`src/rtl/psram_arbiter.sv`:
```
// Two-port PSRAM arbiter: a video read stream and a host read/write port share one
// PSRAM controller, with bounded video streaks and a per-transaction watchdog.
module psram_arbiter #(
  parameter int ADDR_W         = 24,
  parameter int DATA_W         = 16,
  parameter int MAX_VID_STREAK = 4,
  parameter int TIMEOUT        = 1023
) (
  input  logic              i_clk,
  input  logic              i_rstn,
  // video read port
  input  logic              i_vid_req,
  input  logic [ADDR_W-1:0] i_vid_addr,
  output logic              o_vid_ack,
  output logic              o_vid_valid,
  output logic [DATA_W-1:0] o_vid_data,
  // host read/write port
  input  logic              i_host_req,
  input  logic              i_host_we,
  input  logic [ADDR_W-1:0] i_host_addr,
  input  logic [DATA_W-1:0] i_host_din,
  output logic              o_host_ack,
  output logic              o_host_valid,
  output logic [DATA_W-1:0] o_host_data,
  // PSRAM controller side
  output logic              o_psram_stb,
  output logic              o_psram_we,
  output logic [ADDR_W-1:0] o_psram_addr,
  output logic [DATA_W-1:0] o_psram_din,
  input  logic              i_psram_busy,
  input  logic              i_psram_done,
  input  logic [DATA_W-1:0] i_psram_dout,
  // status
  output logic              o_err,
  output logic [1:0]        o_state
);

  typedef enum logic [1:0] {
    IDLE      = 2'd0,
    ISSUE     = 2'd1,
    WAIT_DONE = 2'd2
  } state_e;

  localparam int SW = $clog2(MAX_VID_STREAK + 1);
  localparam int TW = $clog2(TIMEOUT + 1);

  state_e            state_q;
  logic              owner_host_q;
  logic              we_q;
  logic [ADDR_W-1:0] addr_q;
  logic [DATA_W-1:0] din_q;
  logic              stb_q;
  logic              vid_ack_q, host_ack_q;
  logic              vid_valid_q, host_valid_q;
  logic [DATA_W-1:0] vid_data_q, host_data_q;
  logic              err_q;
  logic [SW-1:0]     streak_q, streak_d;
  logic [TW-1:0]     tmo_q, tmo_d;

  logic vid_win, host_win, grant, abort, done_ok;

  // Video keeps priority until it has starved a waiting host MAX_VID_STREAK times.
  assign vid_win  = i_vid_req && ((streak_q < SW'(MAX_VID_STREAK)) || !i_host_req);
  assign host_win = i_host_req && !vid_win;
  assign grant    = (state_q == IDLE) && !i_psram_busy && (vid_win || host_win);

  always_comb begin
    streak_d = '0;
    if (vid_win && i_host_req)
      streak_d = (streak_q == SW'(MAX_VID_STREAK)) ? streak_q : streak_q + 1'b1;
  end

  assign tmo_d   = tmo_q + 1'b1;
  assign abort   = (state_q != IDLE) && (tmo_d == TW'(TIMEOUT));
  assign done_ok = (state_q == WAIT_DONE) && i_psram_done && !abort;

  always_ff @(posedge i_clk or negedge i_rstn) begin
    if (!i_rstn) begin
      state_q      <= IDLE;
      owner_host_q <= 1'b0;
      we_q         <= 1'b0;
      addr_q       <= '0;
      din_q        <= '0;
      stb_q        <= 1'b0;
      vid_ack_q    <= 1'b0;
      host_ack_q   <= 1'b0;
      vid_valid_q  <= 1'b0;
      host_valid_q <= 1'b0;
      vid_data_q   <= '0;
      host_data_q  <= '0;
      err_q        <= 1'b0;
      streak_q     <= '0;
      tmo_q        <= '0;
    end else begin
      vid_ack_q    <= 1'b0;
      host_ack_q   <= 1'b0;
      vid_valid_q  <= 1'b0;
      host_valid_q <= 1'b0;
      if (abort || done_ok) begin
        // Abort reports zero data so the owner is never left waiting forever.
        state_q <= IDLE;
        stb_q   <= 1'b0;
        if (abort) err_q <= 1'b1;
        if (owner_host_q) begin
          host_valid_q <= 1'b1;
          if (abort)      host_data_q <= '0;
          else if (!we_q) host_data_q <= i_psram_dout;
        end else begin
          vid_valid_q <= 1'b1;
          vid_data_q  <= abort ? '0 : i_psram_dout;
        end
      end else if (state_q == ISSUE && i_psram_busy) begin
        stb_q   <= 1'b0;
        state_q <= WAIT_DONE;
        tmo_q   <= tmo_d;
      end else if (state_q != IDLE) begin
        tmo_q <= tmo_d;
      end else if (grant) begin
        owner_host_q <= host_win;
        we_q         <= host_win & i_host_we;
        addr_q       <= host_win ? i_host_addr : i_vid_addr;
        din_q        <= host_win ? i_host_din : '0;
        stb_q        <= 1'b1;
        vid_ack_q    <= vid_win;
        host_ack_q   <= host_win;
        streak_q     <= streak_d;
        tmo_q        <= '0;
        state_q      <= ISSUE;
      end
    end
  end

  assign o_vid_ack    = vid_ack_q;
  assign o_vid_valid  = vid_valid_q;
  assign o_vid_data   = vid_data_q;
  assign o_host_ack   = host_ack_q;
  assign o_host_valid = host_valid_q;
  assign o_host_data  = host_data_q;
  assign o_psram_stb  = stb_q;
  assign o_psram_we   = stb_q & we_q;
  assign o_psram_addr = addr_q;
  assign o_psram_din  = din_q;
  assign o_err        = err_q;
  assign o_state      = state_q;

endmodule

```
`config.mk`:
```
export PLATFORM = sky130hd
export DESIGN_NAME = psram_arbiter
export DESIGN_NICKNAME = d
export VERILOG_FILES = /design/src/rtl/psram_arbiter.sv
export SDC_FILE = /design/constraint.sdc
export NUM_CORES = 1
export LEC_CHECK = 0
export CORE_UTILIZATION = 35
export CTS_CLUSTER_DIAMETER = 50
export DETAILED_ROUTE_END_ITERATION = 12
export HOLD_SLACK_MARGIN = 0.03
export PLACE_DENSITY = 0.66
export SETUP_SLACK_MARGIN = 0.1
export SLEW_MARGIN = 25
export SYNTH_ARGS = -nofsm -noshare
export SYNTH_HDL_FRONTEND = slang
export SYNTH_SLANG_ARGS = --single-unit
```
`constraint.sdc`:
```
create_clock -name i_clk -period 4.4 [get_ports i_clk]
set_input_delay 0.44 -clock i_clk [delete_from_list [all_inputs] [get_ports i_clk]]
set_output_delay 0.44 -clock i_clk [all_outputs]
set_load 0.03 [all_outputs]
```
# Word level (Yosys, flattened, before mapping)
# Index checks and enable logic that the tools add are counted.
# word_totals
reg_bits	95
input_bits	87
out_inout_bits	81
word_cells	88
# op_classes
addsub	2
n_lt_le_gt_ge	1
eq_ne	7
n_mux	30
n_bitwise	6
reduce_logical	27
# ops
cell	n
$mux W16	4
$mux W10	3
$mux W24	1
$mux W1	16
$add A10 B1 Y10 const B	1
$eq A10 B10 Y1 const B	1
$logic_and A1 B1 Y1	9
$mux W2	4
$reduce_and A2 Y1	4
$mux W3	2
$reduce_bool A3 Y1	2
$reduce_and A5 Y1	1
$logic_not A1 Y1	4
$not A1 Y1	4
$reduce_and A4 Y1	1
$add A3 B1 Y3 const B	1
$eq A3 B3 Y1 const B	1
$logic_or A1 B1 Y1	3
$lt A3 B3 Y1 const B	1
$ne A3 B1 Y1 const B	1
$reduce_and A3 Y1	1
$and A1 B1 Y1	2
$eq A2 B1 Y1 const B	1
$eq A2 B2 Y1 const B	1
other kinds (4)	4

# Longest topological paths before layout
# depth
word_depth	11
depth_mapped	8
depth_no_buf	7

# Worst setup path after synthesis
# No wires, ideal clock.
# synth_timing
path_kind	register -> register
startpoint	register tmo_q[0]
endpoint	register tmo_q[5]
setup_time_ns	0.118
arrival_ns	1.812
required_ns	4.282
path_slack_ns	2.470
path_stages_with_launch	7
n_path_buf	0
synth_period_minus_slack_ns	1.930
cell_sequence	dfrtp_1 > ha_1 > nand4_1 > xnor2_2 > a311o_2 > a32o_1 > a21o_1
# synth_via
elab_chain_cells	8
elab_cells_between_ends	10
classes_between	1 x add/sub; 1 x eq/ne; 2 x mux; 1 x bitwise; 5 x reduce/logical
# synth_lines
element	line_no	source
from (decl)	58	logic [TW-1:0] tmo_q, tmo_d;
from (signal assigned)	115	tmo_q <= tmo_d;
from (signal assigned)	117	tmo_q <= tmo_d;
$add A10 B1 Y10 *	73	assign tmo_d = tmo_q + 1'b1;
$eq A10 B10 Y1	74	assign abort = (state_q != IDLE) && (tmo_d == TW'(TIMEOUT));
$logic_and A1 B1 Y1	74	
$logic_not A1 Y1	75	assign done_ok = (state_q == WAIT_DONE) && i_psram_done && !abort;
$logic_and A1 B1 Y1	75	
$logic_or A1 B1 Y1	99	if (abort || done_ok) begin
$not A1 Y1 (no source line)	n/a	
$reduce_and A2 Y1 (no source line)	n/a	
# Every way passes the cells marked *; elsewhere a longest branch is shown, timed or not.
# A chain may end at the register's enable or synchronous reset.

# Final worst setup path
# layout_timing
startpoint	register tmo_q[0]
endpoint	register vid_data_q[4] (netlist: o_vid_data[4])
# layout_via
elab_chain_cells	7
elab_cells_between_ends	8
classes_between	1 x add/sub; 1 x eq/ne; 1 x mux; 5 x reduce/logical
# layout_lines
element	line_no	source
$add A10 B1 Y10 *	73	
$eq A10 B10 Y1 *	74	
$logic_and A1 B1 Y1 *	74	
$logic_not A1 Y1	75	
$logic_and A1 B1 Y1	75	
$logic_or A1 B1 Y1	99	
$reduce_and A2 Y1 (no source line)	n/a	
to (signal assigned)	110	vid_data_q <= abort ? '0 : i_psram_dout;
to (decl)	55	logic [DATA_W-1:0] vid_data_q, host_data_q;
# Marked as above.

==> results.yml <==
layout:
  syn2layout_area_growth_pct: 45.3
  fill_cells: 1169
  post-route-util_pct: 52.0
  layout_commonest_cell: "clkdlybuf4s50_1"
  seqCellArea_um2: 2350
  nNetsFinal: 665
  drive_gt1_share_pct: 9.15
  final_cell_mix: "clkdlybuf4s50_1, dfrtp_1, nand2_1"
  antenna_cells: 0
  multi_input_area_um2: 1920
sta:
  hold_violations: 0
  finalSetupViolations: 0
  finClkSkew_ns: 0.00688
  slew_headroom_pct: 32.7
  post-route-min-period_ns: 2.56
  max_freq_ghz: 0.391
  fin_tns_setup_ns: 0
  tightest_slew_ns: 1.01
  finalCritPeriodShare_pct: 58.1
  slew_violations: 0
  rsz0062_at_grt: "no"
global_routing:
  grt_max_degree: 57
  grt_pass1_wl_mm: 18.7
  antenna_found_initial: 0
  grt_overflow: 0
  grt_use_total_pct: 18.1
  grt_pass1_vias: 3752
routing:
  first_pass_iters: 4
  num_vias: 3719
  drt_wl_total_mm: 11.6
  wl_per_cell_um: 15.4
  drc: 0
  viasPerCell: 4.95
  postRouteAntennaNets: 0
  dr.first_iter.drc_count: 153
floorplanning:
  coreArea_um2: 12600
  rows: 41
  dieArea_um2: 13400
  initial_utilization_pct: 35.8
  io_pins: 168
  die_y_um: 116
  dieWidth_um: 116
clock_tree:
  hold_buffers: 0
  htreeDepth: 3
  clk_latency_ns: 0.34
  cts_buffers: 9
  cts_tree: "done"
  root_buffer: "clkbuf_16"
  clk_pin_slew_ns: 0.07
  cts_resized: 0
  cts_max_path_buffers: 2
  post_cts_buffers: 0
  cts.sink_count: 94
critical_path:
  worstPathRequired_ns: 4.57
  crit_path_top_delay_cell: "nor2_4"
  start_kind: "register"
  worstPathCellList: "ha_1 > xnor2_1 > nor3_2 > nand3_2 > nor2_4 > o221ai_1"
  end_kind: "register"
  cp.arrival_ns: 2.72
  max_stage_delay_ns: 0.79
  crit_fanout: 37
  worstSetupPathType: "reg -> reg"
synthesis:
  ys_seq_elements: 94
  ys_types: 58
  synth_top_area_share_pct: 52.1
  ys_warn_count: 0
  seq_area_frac_synth_pct: 52.1
  synth_area_leader_cell: "dfrtp_1"
  syn_area_um2: 4510
  syn-num-nets: 511
  synth_area_per_cell_um2: 10.7
  synthTopCellsByArea: "dfrtp_1, nand2_1, mux2i_1, o221ai_1, a22o_1"
  synthCells: 420
power:
  power.density_nw_per_um2: 651
  ir_drop_mv: 0.402
  p_leak_uw: 0.00292
job:
  maxCapViolations: 0
place:
  place_congestion: 0.756
  port_buffers: 167
  hpwl_mm: 8.42
status:
  status: "complete, no violations"
hold_path:
  hold_path_class: "in -> async"
## final cells by class
class,instances,area share (%)
Sequential cell,94,35.9
Multi-Input combinational cell,274,29.4
Timing Repair Buffer,170,25.8
Clock buffer,12,3.76
Tap cell,172,3.28
Inverter,25,1.43
Clock inverter,4,0.477
## power by group
group	switching [µW]	total [µW]	internal [µW]
clock network	330	731	401
logic	1190	2090	898
registers	272	1450	1180
total	1790	4270	2480
## metrics by stage
step	setup WS, ns	hold WS, ns	cell area, µm²	total power [µW]	std cells
floorplan	2.47	0.144	4510	2710	420
global placement	1.68	0.452	6270	3520	735
detailed placement	1.56	0.454	6270	3570	735
CTS	1.82	0.169	6550	4320	751
global route	1.63	0.191	6560	4520	751
finish	1.84	0.140	6560	4270	751
## synthesized netlist by cell type (all sizes together)
| cell | count |
|---|---|
| a21o | 2 |
| a21oi | 1 |
| a221oi | 1 |
| a22o | 19 |
| a311o | 1 |
| a31o | 1 |
| a31oi | 2 |
| a32o | 1 |
| a32oi | 1 |
| and2 | 1 |
| and3 | 2 |
| and4 | 1 |
| buf | 12 |
| bufbuf | 1 |
| clkbuf | 14 |
| dfrtp | 94 |
| ha | 4 |
| inv | 25 |
| mux2 | 1 |
| mux2i | 25 |
| nand2 | 79 |
| nand2b | 17 |
| nand3 | 11 |
| nand3b | 1 |
| nand4 | 5 |
| nor2 | 8 |
| nor2b | 1 |
| nor3 | 3 |
| nor3b | 1 |
| nor4 | 2 |
| o2111ai | 1 |
| o211ai | 1 |
| o21a | 1 |
| o21ai | 33 |
| o21ba | 1 |
| o21bai | 1 |
| o221ai | 32 |
| o22ai | 2 |
| o311ai | 1 |
| o41ai | 1 |
| or2 | 4 |
| or4 | 2 |
| xnor2 | 3 |
## worst paths after layout
check	startpoint	to	slack (ns)	cells after the start
max	tmo_q[0]	o_vid_data[4]	1.84	6
min	i_rstn	o_vid_data[9]	0.14	1
max reg2reg	tmo_q[0]	o_vid_data[4]	1.84	6
min reg2reg	o_err	o_err	0.47	1
max in group asynchronous	i_rstn	o_psram_addr[0]	3.27	2
min in group i_clk	o_err	o_err	0.47	1
## metal layers
layer | wire (µm) | part of all wire [%] | global-route usage, % | vias to the layer above
met5 | 0 | 0 | 0 | -
met3 | 376 | 3.2 | 3.45 | 10
met4 | 153 | 1.3 | 6.15 | 0
met1 | 4930 | 43 | 22.2 | 1830
li1 | - | - | - | 1806
met2 | 6140 | 53 | 32.0 | 73
## critical path, delay by kind of cell, from the launching register on
family	cells	cell delay, ns
XOR/XNOR	1	0.15
adder cells (fa/ha/maj)	1	0.29
AND/OR/NAND/NOR	3	1.27
AO/OA/AOI/OAI	1	0.23
flip-flops	1	0.43
## logic make-up after synthesis
family          count (synthesis)  synth area share (%)
flops                          94                  52.1
simple gates                  138                  15.4
buf+inv                        52                  5.54
fa+ha+maj                       4                  1.11
xor+xnor                        3                 0.749
compound gates                103                  19.3
mux                            26                  5.79
## registers in the layout (all words and copies together) (netlist names), 2 cells and up
register,cells
o_psram_addr,24
o_host_data,16
o_psram_din,16
o_vid_data,16
tmo_q,10
streak_q,3
o_state,2
(Power assumes the default switching activity.)
